===== src/rtl/sort_11_unload.sv =====
// rtl/sort_11_unload.sv - captures an 11-word sorted vector and serializes it onto a word stream
// Optional feature macro: SORT_UNLOAD_DESCEND_EN (largest-first emission).
module sort_11_unload #(
    parameter int W     = 32,
    parameter int N     = 11,
    parameter int ERR_W = 8
) (
    input  logic             clk,
    input  logic             rst,
    input  logic             in_valid,
    output logic             in_ready,
    input  logic [W-1:0]     in_data_0,
    input  logic [W-1:0]     in_data_1,
    input  logic [W-1:0]     in_data_2,
    input  logic [W-1:0]     in_data_3,
    input  logic [W-1:0]     in_data_4,
    input  logic [W-1:0]     in_data_5,
    input  logic [W-1:0]     in_data_6,
    input  logic [W-1:0]     in_data_7,
    input  logic [W-1:0]     in_data_8,
    input  logic [W-1:0]     in_data_9,
    input  logic [W-1:0]     in_data_10,
    output logic             out_valid,
    input  logic             out_ready,
    output logic [W-1:0]     out_data,
    output logic [3:0]       out_index,
    output logic             out_last,
    output logic             order_err,
    output logic [ERR_W-1:0] err_count
);

    typedef enum logic {IDLE, DRAIN} state_t;

    localparam logic [3:0] LAST_IDX = 4'(N - 1);
`ifdef SORT_UNLOAD_DESCEND_EN
    localparam logic [3:0] START_IDX = LAST_IDX;
    localparam logic [3:0] END_IDX   = 4'd0;
`else
    localparam logic [3:0] START_IDX = 4'd0;
    localparam logic [3:0] END_IDX   = LAST_IDX;
`endif

    state_t           state_q, state_d;
    logic [3:0]       ptr_q, ptr_d;
    logic [W-1:0]     data_buf_q [N];
    logic [W-1:0]     data_buf_d [N];
    logic             order_err_q, order_err_d;
    logic [ERR_W-1:0] err_count_q, err_count_d;
    logic [W-1:0]     in_vec [N];
    logic             order_bad;

    always_comb begin
        in_vec[0]  = in_data_0;
        in_vec[1]  = in_data_1;
        in_vec[2]  = in_data_2;
        in_vec[3]  = in_data_3;
        in_vec[4]  = in_data_4;
        in_vec[5]  = in_data_5;
        in_vec[6]  = in_data_6;
        in_vec[7]  = in_data_7;
        in_vec[8]  = in_data_8;
        in_vec[9]  = in_data_9;
        in_vec[10] = in_data_10;
    end

    // Equal neighbours are legal; only a strict decrease counts as a violation.
    always_comb begin
        order_bad = 1'b0;
        for (int k = 0; k < N - 1; k++) begin
            if (in_vec[k] > in_vec[k+1]) begin
                order_bad = 1'b1;
            end
        end
    end

    always_comb begin
        state_d     = state_q;
        ptr_d       = ptr_q;
        data_buf_d  = data_buf_q;
        order_err_d = order_err_q;
        err_count_d = err_count_q;
        in_ready    = 1'b0;
        out_valid   = 1'b0;
        out_data    = '0;
        out_index   = 4'd0;
        out_last    = 1'b0;
        case (state_q)
            IDLE: begin
                in_ready = 1'b1;
                if (in_valid) begin
                    data_buf_d  = in_vec;
                    order_err_d = order_bad;
                    if (order_bad && (err_count_q != '1)) begin
                        err_count_d = err_count_q + 1'b1;
                    end
                    ptr_d   = START_IDX;
                    state_d = DRAIN;
                end
            end
            DRAIN: begin
                out_valid = 1'b1;
                out_data  = data_buf_q[ptr_q];
                out_index = ptr_q;
                out_last  = (ptr_q == END_IDX);
                if (out_ready) begin
                    if (ptr_q == END_IDX) begin
                        state_d = IDLE;
                    end else begin
`ifdef SORT_UNLOAD_DESCEND_EN
                        ptr_d = ptr_q - 4'd1;
`else
                        ptr_d = ptr_q + 4'd1;
`endif
                    end
                end
            end
            default: state_d = IDLE;
        endcase
    end

    always_ff @(posedge clk) begin
        if (rst) begin
            state_q     <= IDLE;
            ptr_q       <= 4'd0;
            order_err_q <= 1'b0;
            err_count_q <= '0;
            for (int k = 0; k < N; k++) begin
                data_buf_q[k] <= '0;
            end
        end else begin
            state_q     <= state_d;
            ptr_q       <= ptr_d;
            order_err_q <= order_err_d;
            err_count_q <= err_count_d;
            data_buf_q  <= data_buf_d;
        end
    end

    assign order_err = order_err_q;
    assign err_count = err_count_q;

endmodule


===== config.mk =====
export PLATFORM = sky130hd
export DESIGN_NAME = sort_11_unload
export DESIGN_NICKNAME = d
export VERILOG_FILES = /design/src/rtl/sort_11_unload.sv
export SDC_FILE = /design/constraint.sdc
export NUM_CORES = 1
export LEC_CHECK = 0
export BUFFER_PORTS_ARGS = -buffer_cell sky130_fd_sc_hd__buf_2
export CAP_MARGIN = 20
export CORE_UTILIZATION = 26
export CTS_BUF_LIST = sky130_fd_sc_hd__clkbuf_8
export DETAILED_ROUTE_END_ITERATION = 12
export HOLD_SLACK_MARGIN = 0.02
export SLEW_MARGIN = 20
export SYNTH_ARGS = -nofsm -noshare
export SYNTH_HDL_FRONTEND = slang
export SYNTH_SLANG_ARGS = --single-unit

===== constraint.sdc =====
create_clock -name clk -period 4 [get_ports clk]
set_clock_uncertainty 0.1 [all_clocks]
set_input_delay 0.4 -clock clk [delete_from_list [all_inputs] [get_ports clk]]
set_output_delay 0.4 -clock clk [all_outputs]
set_load 0.03 [all_outputs]

Word level (Yosys, flattened, before mapping)
Cells that the tools add are included.

operators by class
  $add $sub $neg = 2
  magnitude comparators = 11
  equal/unequal tests = 5
  multiplexer cells = 26
  bitwise gates (word level) = 2
  reduce and logical (&&, ||, !) cells = 4

operator list
  kind                                                            number
  32-bit > comparator                                             10
  32-bit binary-select mux with 4-bit select                      1
  32-bit two-way mux                                              3
  1-bit two-way mux                                               16
  4-bit two-way mux                                               4
  8-bit by 1-bit adder with 8-bit output (second input constant)  1
  8-bit != test (second input constant)                           1
  4-bit case mux with 2 select lines                              1
  2-bit != test (second input constant)                           3
  3-bit AND reduction                                             2
  5-bit >= comparator (second input constant)                     1
  4-bit inverter with 5-bit output                                1
  4-bit by 1-bit adder with 4-bit output (second input constant)  1
  4-bit equality test (second input constant)                     1
  1-bit case mux with 2 select lines                              1
  2-bit AND reduction                                             1
  1-bit logical AND                                               1
  1-bit inverter                                                  1

word-level totals
  register bits = 366
  word-level logic and storage cells = 65

Depth between registers and ports, before layout
Gate-level depths: netlist (run 1).

  depth in word-level cells = 13
  depth in mapped cells = 12
  mapped depth without buffers = 12

Worst setup path before layout (run 1)
OpenSTA, ideal clock, no wires.

  path type = input -> register
  start point = input port in_data_8[30]
  end point = register err_count_q[3], in the netlist err_count[3]
  library setup time = 0.121 ns
  arrival time = 2.830 ns
  setup slack = 0.949 ns
  stages on the path = 12
  buffers on the path = 0
  path through = inv_1 -> ha_1 -> nand4_2 -> nor4_2 -> nand3_1 -> a222oi_1 -> o211a_1 -> o2111ai_2 -> a2111oi_4 -> a21oi_4 -> nand4_1 -> mux2_2

between the ends
  longest elaborated chain between the ends = 6

ends and longest elaborated chain
  element                              RTL line  text
  start: declaration                   20        input logic [W-1:0] in_data_8,
  32-bit > comparator                  70        if (in_vec[k] > in_vec[k+1]) begin
  1-bit two-way mux                    70
  1-bit two-way mux (*) (2 in series)  70
  1-bit logical AND (*)                93        if (order_bad && (err_count_q != '1)) begin
  3-bit AND reduction (no line) (*)    --
  end signal: assignment               134       err_count_q <= err_count_d;
  end: declaration                     48        logic [ERR_W-1:0] err_count_q, err_count_d;

Every way passes the cells marked *; elsewhere a longest branch is shown, timed or not.
A chain may end at the register's enable or synchronous reset.

Final worst setup path (run 1)
  start point = input port in_data_4[30]
  end point = register err_count_q[3], in the netlist err_count[3]

between the ends
  longest elaborated chain between the ends = 10

ends and longest elaborated chain
  element                              RTL line  text
  start: declaration                   16        input logic [W-1:0] in_data_4,
  32-bit > comparator                  70
  1-bit two-way mux                    70
  1-bit two-way mux (*) (6 in series)  70
  1-bit logical AND (*)                93
  3-bit AND reduction (no line) (*)    --

Marked as above.

==> results of run 1 <==
## area by class of cell
cell class                      count  area (um2)
Sequential cell                   366        7340
Clock buffer                       85        1170
Multi-Input combinational cell   2172       14600
Tap cell                         1176        1470
Inverter                          331        1240
Timing Repair Buffer              823        6210
Clock inverter                     33         309
Fill cell                        9363       57800
Antenna cell                        5        12.5
## logic make-up after synthesis
group | synth area share (%)
flops | 30.9
xor+xnor | 0.148
buf+inv | 7.86
compound gates | 16.5
simple gates | 18.6
fa+ha+maj | 17.0
mux | 8.94
## registers in the layout, indices dropped and copies added, names as in the netlist
signal      flops
data_buf_q    352
err_count       8
ptr_q           4
order_err       1
state_q         1
## tightest hold or removal path: cells and delay by family
family | cells | cell delay [ns]
compound gates | 1 | 0.07
buf+inv | 2 | 0.25
simple gates | 1 | 0.09
## cell usage in the layout, fill, tap and decap left out, types with 12 or more instances in the layout
cell type,count
nand4_1,66
nor2b_1,17
nor2_1,90
inv_1,343
a21o_1,35
buf_2,402
a21oi_1,505
o21ai_0,31
o22a_1,32
o211ai_1,13
buf_4,56
dlygate4sd3_1,352
clkbuf_8,85
mux2i_1,65
nand2_1,764
dfxtp_1,363
mux4_2,64
nor4_1,13
nand3_1,27
buf_12,12
ha_1,323
a211oi_1,15
## per-stage QoR
step	hold WS (ns)	power [mW]	cells	instance area, um2	util [%]
3_3_place_gp	0.339	6.11	4514	27300	30.2
3_5_place_dp	0.343	6.14	4514	27300	30.2
5_1_grt	0.0653	10.9	4990	32300	35.9
2_1_floorplan	0.333	5.24	3029	23700	-
4_1_cts	0.0466	10.5	4984	32300	35.8
6_report	0.103	10.4	4991	32300	35.9
## worst min-delay path by stage
| stage | endpoint | slack, ns |
|---|---|---|
| 2_1_floorplan | data_buf_q[128] | 0.33 |
| 3_3_place_gp | data_buf_q[138] | 0.34 |
| 3_5_place_dp | data_buf_q[279] | 0.34 |
| 4_1_cts | data_buf_q[59] | 0.05 |
| 5_1_grt | data_buf_q[58] | 0.07 |
| 6_report | data_buf_q[58] | 0.10 |
## power by group
| group | internal, mW | leakage [nW] | switching, mW |
|---|---|---|---|
| logic | 1.03 | 10.9 | 1.35 |
| clock network | 2.25 | 0.797 | 1.75 |
| registers | 3.85 | 3.01 | 0.119 |
| total | 7.13 | 14.7 | 3.22 |
## repair_timing
item                                   in CTS  in global routing
gates resized for setup                     0                  6
endpoints found under the hold margin     351                  0
setup endpoints to repair                   0                  9
setup buffers                               0                  2
hold buffers                              352                  0
## metal layers
layer	share of wire, %	vias to the layer above
li1	-	11800
met1	41	11300
met2	49	778
met3	5.1	224
met4	4.6	2
met5	0.0090	-
==> results.py, run 1 <==
metrics = {
    "worst_hold_path": {
        "hold-path-cell-count": 4,
        "hold_path.startpoint": "in_data_9[26]",
        "hold_path.class": "input pin to flip-flop",
    },
    "drt": {
        "drc": 0,
        "vias_per_cell": 4.83,
        "iteration_0_drc_count_of_the_detailed_router": 1778,
        "detail_route.wirelength_mm": 100,
        "firstDrtPassIters": 7,
        "via_count": 24100,
        "wl_per_cell_um": 20.1,
        "drtAntennaViolNets": 0,
    },
    "floorplanning": {
        "start_util_pct": 26.3,
        "die_x_um": 304,
        "floorplan.rows": 110,
        "die_area_um2": 92400,
        "core_area_um2": 90100,
        "chipHeight_um": 304,
        "number_of_i_o_pins": 404,
    },
    "cts": {
        "clk_path_buf_depth": 3,
        "htreeDepth": 3,
        "clock_tree.root_cell": "clkbuf_8",
        "cts_tree": "yes",
        "skew_pair_late_insertion_delay_ns": 0.67,
        "cts.sink_count": 366,
        "tritoncts.num_buffers": 69,
        "clock_input_transition_at_the_sequential_cells_of_the_worst_setup_and_hold_paths_ns": 0.06,
    },
    "critical_path": {
        "startpoint_of_the_most_critical_register_to_register_path": "state_q",
        "worst_setup_path_category": "input pin to flip-flop",
        "timing.rr.end": "data_buf_q[102]",
        "worst_setup_path_start_kind": "input pin",
        "worstPathBufferInverterCount": 3,
        "reg2reg_depth": 5,
        "critical-path-top-delay-family": "simple AND/OR/NAND/NOR gates",
        "highest_net_fanout_along_the_worst_path": 3,
        "timing.critical_path.mode_cell": "nand4_1",
        "crit_required_ns": 4.43,
        "timing.critical_path.slowest_stage_cell": "dlygate4sd3_1",
        "worstSetupEndpoint": "err_count[3]",
        "crit_path_max_incr_delay_ns": 0.62,
        "crit_path_end_kind": "flip-flop",
        "cp-startpoint": "in_data_4[30]",
        "critPathArrivalTime_ns": 4.35,
        "timing.critical_path.depth": 13,
        "critical_path.cell_chain": "dlygate4sd3_1 -> buf_2 -> ha_1 -> nand4_1 -> or3_1 -> or4_1 -> nor3_4 -> o311ai_1 -> a2111oi_4 -> buf_4 -> a21oi_4 -> nand4_1 -> mux2_2",
        "rrSetupSlack_ns": 1.05,
    },
    "logic_synthesis": {
        "synth.most_common_cell": "nand2_1",
        "synthesis.yosys.warnings": 0,
        "synth-seq-area-share_pct": 30.9,
        "synth_enable_flop_cells": 0,
        "yosys.cell_types.count": 67,
        "ys_async_sr_fraction_pct": 0,
        "netlist_top_cells_area": "dfxtp_1, ha_1, nand2_1",
        "netlist_area_um2": 23700,
        "synth_ff_type": "dfxtp_1",
        "postSynthAreaPerCell_um2": 7.83,
        "post_synth_most_frequent_cells": "nand2_1, a21oi_1, dfxtp_1, inv_1, ha_1",
        "post-synth-top-area-cell": "dfxtp_1",
        "syn-num-nets": 3708,
        "postSynthCellCount": 3029,
        "yosysTopAreaCellShare_pct": 30.9,
        "ys_ff_latch": 366,
    },
    "timing": {
        "hold_viol_final": 0,
        "timing.slew.headroom_pct": 26.3,
        "rsz0062_at_grt": "true",
        "min_period_ns": 3.91,
        "period_share_pct": 97.9,
        "post_route_setup_tns_ns": 0,
        "timing_worst_slew_pin_value_ns": 1.08,
        "maxSlewViolCount": 0,
        "report.final.setup_viol": 0,
        "layout_setup_ws_ns": 0.0857,
        "max_clock_freq_mhz": 255,
    },
    "global_routing": {
        "pin_count_of_the_biggest_net_entering_global_routing": 127,
        "number_of_global_route_vias_before_repair": 24300,
        "antenna_found_initial": 7,
        "global_route_wire_length_before_repair_mm": 149,
        "grt-busiest-layer": "met2",
        "met3_usage_pct": 3.22,
        "globalRouteTotalUtil_pct": 21.4,
        "overflow_left_after_global_routing": 0,
        "global_route.usage.met2_pct": 37.3,
        "grt.met1_usage_pct": 25.6,
    },
    "power": {
        "max-vdd-ir-drop_v": 0.000176,
        "p_leak_nw": 14.7,
        "p_per_area_nw_per_um2": 320,
    },
    "cells_and_area": {
        "num-nets-final": 4442,
        "area_growth_syn_to_fin_pct": 36.4,
        "layout-drive-gt1-share_pct": 17.8,
    },
    "placement": {
        "placement.io_buffers": 403,
        "place_ws_ns": -0.147,
        "globalplace.congestion": 0.892,
        "dp.final_hpwl_mm": 76.6,
    },
    "run_status": {
        "run_status": "finished clean",
    },
    "run": {
        "max_cap_violations": 0,
    },
}
(Power assumes the default switching activity.)
==> run 2, diff against run 1 <==
--- a/config.mk
+++ b/config.mk
@@ -5,12 +5,15 @@
 export SDC_FILE = /design/constraint.sdc
 export NUM_CORES = 1
 export LEC_CHECK = 0
+export ABC_AREA = 1
 export BUFFER_PORTS_ARGS = -buffer_cell sky130_fd_sc_hd__buf_2
 export CAP_MARGIN = 20
 export CORE_UTILIZATION = 26
 export CTS_BUF_LIST = sky130_fd_sc_hd__clkbuf_8
 export DETAILED_ROUTE_END_ITERATION = 12
 export HOLD_SLACK_MARGIN = 0.02
+export PLACE_DENSITY = 0.48
+export SKIP_CTS_REPAIR_TIMING = 1
 export SLEW_MARGIN = 20
 export SYNTH_ARGS = -nofsm -noshare
 export SYNTH_HDL_FRONTEND = slang
==> results.py, run 2 <==
metrics = {
    "drt": {
        "vias_per_cell": 4.72,
        "via_count": 24900,
        "firstDrtPassIters": 5,
        "detail_route.wirelength_mm": 100,
        "drtAntennaViolNets": 0,
        "drc": 0,
        "wl_per_cell_um": 19.0,
        "iteration_0_drc_count_of_the_detailed_router": 1580,
    },
    "logic_synthesis": {
        "post_synth_most_frequent_cells": "a21oi_1, o21ai_0, nand2_1, inv_1, dfxtp_1",
        "syn-num-nets": 4046,
        "yosysTopAreaCellShare_pct": 31.2,
        "netlist_top_cells_area": "dfxtp_1, ha_1, a21oi_1",
        "synth_enable_flop_cells": 0,
        "ys_async_sr_fraction_pct": 0,
        "postSynthAreaPerCell_um2": 6.98,
        "synth_ff_type": "dfxtp_1",
        "netlist_area_um2": 23500,
        "postSynthCellCount": 3367,
        "synthesis.yosys.warnings": 0,
        "ys_ff_latch": 366,
        "yosys.cell_types.count": 39,
        "post-synth-top-area-cell": "dfxtp_1",
        "synth-seq-area-share_pct": 31.2,
        "synth.most_common_cell": "a21oi_1",
    },
    "critical_path": {
        "critPathArrivalTime_ns": 3.04,
        "reg2reg_depth": 11,
        "worst_setup_path_start_kind": "flip-flop",
        "crit_path_end_kind": "primary output",
        "worst_setup_path_category": "flip-flop to primary output",
        "worstSetupEndpoint": "out_data[16]",
        "rrSetupSlack_ns": 1.53,
        "timing.rr.end": "ptr_q[2]",
        "startpoint_of_the_most_critical_register_to_register_path": "ptr_q[0]",
        "highest_net_fanout_along_the_worst_path": 32,
        "cp-startpoint": "ptr_q[0]",
        "crit_required_ns": 3.50,
    },
    "placement": {
        "placement.io_buffers": 403,
        "dpl-instance-area_um2": 26600,
        "globalplace.congestion": 0.828,
        "numPlacedInstances": 4774,
        "dp.final_hpwl_mm": 75.1,
        "place_ws_ns": 0.568,
    },
    "worst_hold_path": {
        "hold-path-cell-count": 3,
        "hold_path.startpoint": "in_data_7[13]",
        "hold_path.class": "input pin to flip-flop",
    },
    "floorplanning": {
        "chipHeight_um": 303,
        "die_x_um": 303,
        "start_util_pct": 26.4,
        "floorplan.rows": 109,
        "die_area_um2": 91500,
        "number_of_i_o_pins": 404,
        "core_area_um2": 88900,
    },
    "timing": {
        "timing.slew.headroom_pct": 40.0,
        "max_clock_freq_mhz": 282,
        "post_route_setup_tns_ns": 0,
        "rsz0062_at_grt": "false",
        "timing_worst_slew_pin_value_ns": 0.900,
        "report.final.setup_viol": 0,
        "hold_viol_final": 0,
        "layout_setup_ws_ns": 0.457,
        "timing.hold.ws_ns": 0.0345,
        "min_period_ns": 3.54,
        "maxSlewViolCount": 0,
        "period_share_pct": 88.6,
    },
    "cts": {
        "cts_tree": "yes",
        "clk_path_buf_depth": 3,
        "clock_tree.root_cell": "clkbuf_8",
        "htreeDepth": 3,
        "clock_input_transition_at_the_sequential_cells_of_the_worst_setup_and_hold_paths_ns": 0.06,
        "skew_pair_late_insertion_delay_ns": 0.66,
        "cts.sink_count": 366,
        "tritoncts.num_buffers": 78,
    },
    "power": {
        "clockPowerShare_pct": 39.3,
        "power.sequential.fraction_pct": 37.1,
        "p_leak_nw": 15.3,
        "max-vdd-ir-drop_v": 0.000183,
        "p_int_mw": 7.39,
        "p_comb_share_pct": 23.6,
        "switching_power_mw": 3.65,
        "p_per_area_nw_per_um2": 347,
        "switching_share_pct": 33.1,
    },
    "global_routing": {
        "globalRouteTotalUtil_pct": 20.7,
        "overflow_left_after_global_routing": 0,
        "pin_count_of_the_biggest_net_entering_global_routing": 209,
        "global_route_wire_length_before_repair_mm": 142,
        "number_of_global_route_vias_before_repair": 22500,
        "antenna_found_initial": 16,
    },
    "cells_and_area": {
        "nFillCells": 9590,
        "final_cell_mix": "a21oi_1, o21ai_0, nand2_1",
        "area_growth_syn_to_fin_pct": 35.3,
        "layout_commonest_cell": "a21oi_1",
        "max_flop_register": "data_buf_q",
        "post-route-cell-area_um2": 31800,
        "layout-drive-gt1-share_pct": 14.2,
        "sequential_cell_area_um2": 7330,
        "flip_flop_count_of_the_largest_register_all_copies_and_words_added": 352,
        "multi_input_comb_area_um2": 13900,
        "num-nets-final": 4719,
        "stdcell_count": 5270,
    },
    "run_status": {
        "run_status": "finished clean",
    },
    "run": {
        "max_cap_violations": 0,
    },
}
==> run 2: changes by cell type after synthesis, sizes merged, moves of 29 or more <==
cell	before	now
mux4	64	0
inv	330	394
mux2i	65	0
nor2	91	366
o22a	32	0
a21o	35	6
nand3	27	150
nand2	765	430
o31ai	2	33
o21ai	32	455
==> run 2: critical path, cell delays in order (launching register included) <==
cell and delay [ns]:
dfxtp_4 0.56, buf_4 0.45, nor2_1 0.08, nor2_1 0.09
o21ai_0 0.13, nand4_1 0.24, nand3_1 0.26, a21oi_1 0.29
buf_2 0.25
==> run 2: power groups by stage <==
| stage | clock network, mW | registers, mW | logic [mW] |
|---|---|---|---|
| 2_1_floorplan | 0 | 4.12 | 1.41 |
| 3_3_place_gp | 0 | 4.18 | 2.32 |
| 3_5_place_dp | 0 | 4.17 | 2.33 |
| 4_1_cts | 4.47 | 4.10 | 2.34 |
| 5_1_grt | 4.64 | 4.14 | 2.94 |
| 6_report | 4.34 | 4.10 | 2.61 |
==> run 2: worst min path at each step <==
| stage | to | slack (ns) |
|---|---|---|
| 6_report | data_buf_q[109] | 0.03 |
| 2_1_floorplan | order_err | 0.37 |
| 5_1_grt | data_buf_q[109] | 0.02 |
| 3_3_place_gp | order_err | 0.36 |
| 3_5_place_dp | order_err | 0.37 |
| 4_1_cts | data_buf_q[332] | -0.19 |
==> run 2: final cells by class <==
class	count	area share (%)
Inverter	397	4.72
Timing Repair Buffer	787	18.6
Sequential cell	366	23.1
Antenna cell	8	0.0630
Clock inverter	36	0.756
Tap cell	1165	4.59
Multi-Input combinational cell	2410	43.8
Clock buffer	101	4.37
==> run 2: routing by layer <==
layer  GRT usage (%)  up-vias  part of all wire [%]
li1                -    12700                     -
met4            5.85       18                   2.2
met3            4.98      135                   5.6
met2            32.2      658                    45
met5               0        -                  0.11
met1            28.3    11300                    47
==> run 2: logic make-up after synthesis <==
logic type | count (synthesis) | synth area share, %
and+or+nand+nor | 1059 | 19.4
AOI/OAI and AO/OA | 1024 | 22.5
buffers and inverters | 591 | 9.52
DFF | 366 | 31.2
adders and majority gates | 323 | 17.2
xor gates and xnor gates | 4 | 0.149
==> run 2: through the flow <==
step / power (mW) / utilization, %
finish: 11.0 / 35.7
floorplan: 5.53 / -
global placement: 6.49 / 29.9
global route: 11.7 / 35.7
detailed placement: 6.50 / 29.9
CTS: 10.9 / 31.8
==> run 3, diff against run 2 <==
--- a/config.mk
+++ b/config.mk
@@ -9,7 +9,7 @@
 export BUFFER_PORTS_ARGS = -buffer_cell sky130_fd_sc_hd__buf_2
 export CAP_MARGIN = 20
 export CORE_UTILIZATION = 26
-export CTS_BUF_LIST = sky130_fd_sc_hd__clkbuf_8
+export CTS_BUF_LIST = sky130_fd_sc_hd__clkbuf_8 sky130_fd_sc_hd__clkbuf_16
 export DETAILED_ROUTE_END_ITERATION = 12
 export HOLD_SLACK_MARGIN = 0.02
 export PLACE_DENSITY = 0.48
==> results.py, run 3 (synthesis results as in run 2) <==
metrics = {
    "run_status": {
        "run_status": "finished clean",
    },
    "timing": {
        "rsz0062_at_grt": "false",
        "layout_setup_ws_ns": 0.502,
        "maxSlewViolCount": 0,
        "report.final.setup_viol": 0,
        "timing.slew.headroom_pct": 41.8,
        "post_route_setup_tns_ns": 0,
        "max_clock_freq_mhz": 286,
        "hold_viol_final": 0,
        "timing.hold.ws_ns": 0.00537,
        "min_period_ns": 3.50,
        "timing_worst_slew_pin_value_ns": 0.873,
        "period_share_pct": 87.5,
    },
    "critical_path": {
        "worst_setup_path_category": "flip-flop to primary output",
        "critical-path-top-delay-family": "buffers and inverters",
        "crit_required_ns": 3.50,
        "worst_setup_path_start_kind": "flip-flop",
        "crit_path_end_kind": "primary output",
        "timing.critical_path.depth": 7,
        "crit_path_max_incr_delay_ns": 0.47,
        "timing.critical_path.mode_cell": "nand3_1",
        "critPathArrivalTime_ns": 3.00,
        "reg2reg_depth": 11,
        "critical_path.cell_chain": "inv_4 -> buf_4 -> nand3_1 -> nand4_1 -> nand3_1 -> a21oi_1 -> buf_2",
        "timing.critical_path.slowest_stage_cell": "inv_4",
        "highest_net_fanout_along_the_worst_path": 46,
        "worstPathBufferInverterCount": 3,
    },
    "cells_and_area": {
        "finalCoreUtilization_pct": 34.1,
        "num-nets-final": 4535,
        "area_growth_syn_to_fin_pct": 29.2,
        "final_cell_mix": "a21oi_1, o21ai_0, nand2_1",
        "max_flop_register": "data_buf_q",
        "nFillCells": 9701,
        "multi_input_comb_area_um2": 13900,
        "flip_flop_count_of_the_largest_register_all_copies_and_words_added": 352,
        "stdcell_count": 5067,
        "layout-drive-gt1-share_pct": 14.0,
        "layout_commonest_cell": "a21oi_1",
        "sequential_cell_area_um2": 7330,
    },
    "global_routing": {
        "global_route_wire_length_before_repair_mm": 142,
        "globalRouteTotalUtil_pct": 20.6,
        "overflow_left_after_global_routing": 0,
        "antenna_found_initial": 26,
        "grt-busiest-layer": "met2",
        "met3_usage_pct": 4.70,
        "pin_count_of_the_biggest_net_entering_global_routing": 209,
        "number_of_global_route_vias_before_repair": 22300,
        "grt.met1_usage_pct": 28.5,
        "global_route.usage.met2_pct": 32.1,
    },
    "cts": {
        "clk_path_buf_depth": 3,
        "tritoncts.num_buffers": 49,
        "skew_pair_late_insertion_delay_ns": 0.59,
        "cts.sink_count": 366,
        "clock_tree.root_cell": "clkbuf_16",
        "cts_tree": "yes",
        "htreeDepth": 2,
        "clock_input_transition_at_the_sequential_cells_of_the_worst_setup_and_hold_paths_ns": 0.06,
    },
    "placement": {
        "globalplace.congestion": 0.828,
        "place_ws_ns": 0.568,
        "dp.final_hpwl_mm": 75.1,
        "placement.io_buffers": 403,
        "numPlacedInstances": 4774,
    },
    "drt": {
        "vias_per_cell": 4.76,
        "via_count": 24100,
        "drc": 0,
        "wl_per_cell_um": 19.3,
        "drtAntennaViolNets": 0,
        "iteration_0_drc_count_of_the_detailed_router": 1681,
        "detail_route.wirelength_mm": 98.0,
        "firstDrtPassIters": 5,
    },
    "floorplanning": {
        "chipHeight_um": 303,
        "floorplan.rows": 109,
        "number_of_i_o_pins": 404,
        "die_x_um": 303,
        "start_util_pct": 26.4,
        "core_area_um2": 88900,
        "die_area_um2": 91500,
    },
    "worst_hold_path": {
        "hold-path-cell-count": 3,
        "hold_path.class": "input pin to flip-flop",
    },
    "power": {
        "max-vdd-ir-drop_v": 0.000319,
        "p_leak_nw": 14.6,
        "p_per_area_nw_per_um2": 374,
    },
    "run": {
        "max_cap_violations": 0,
    },
}
run 3: cell types whose count changed in the layout (fill, tap and decap cells not counted), sizes merged:
cell,delta
diode,-2
clkinvlp,-1
clkbuf,-33
bufinv,+2
clkinv,-2
dlygate4sd3,-155
inv,-12
run 3: metal layers:
metal	vias up	wire, um
met4	28	2260
met3	150	5900
li1	12400	-
met2	606	43300
met5	-	171
met1	11000	46400
run 3: report_power, final:
group	switching, mW	internal (mW)	total (mW)
clock	1.83	2.95	4.78
combinational	1.57	0.905	2.48
sequential	0.163	3.94	4.10
run 3: stage by stage:
| step | area, um2 | total power, mW |
|---|---|---|
| 2_1_floorplan | 23500 | 5.53 |
| 3_3_place_gp | 26600 | 6.49 |
| 3_5_place_dp | 26600 | 6.50 |
| 4_1_cts | 28400 | 11.4 |
| 5_1_grt | 30300 | 12.0 |
| 6_report | 30400 | 11.4 |
run 3: worst paths after layout:
kind	from	endpoint	slack (ns)
worst max-delay path	ptr_q[0]	out_data[18]	0.50
worst min register to register	order_err	order_err	0.37
worst min-delay path	in_data_10[5]	data_buf_q[5]	0.005
worst max register to register	ptr_q[0]	ptr_q[2]	1.53
run 3: worst reg2reg max path: stages, from the launching register on:
cell,delay [ns]
dfxtp_4,0.45
inv_4,0.48
buf_12,0.31
ha_1,0.23
nand2_1,0.07
nor2_1,0.16
inv_1,0.05
nand2_1,0.14
inv_1,0.11
nand2_1,0.09
a21oi_1,0.06
o21a_1,0.12
run 3: final cells by class:
class                           count  share of cell area, %
Timing Repair Buffer              632                   14.4
Inverter                          397                   4.94
Tap cell                         1165                   4.80
Clock buffer                       68                   5.01
Sequential cell                   366                   24.2
Multi-Input combinational cell   2410                   45.9
Clock inverter                     23                  0.759
Antenna cell                        6                 0.0495
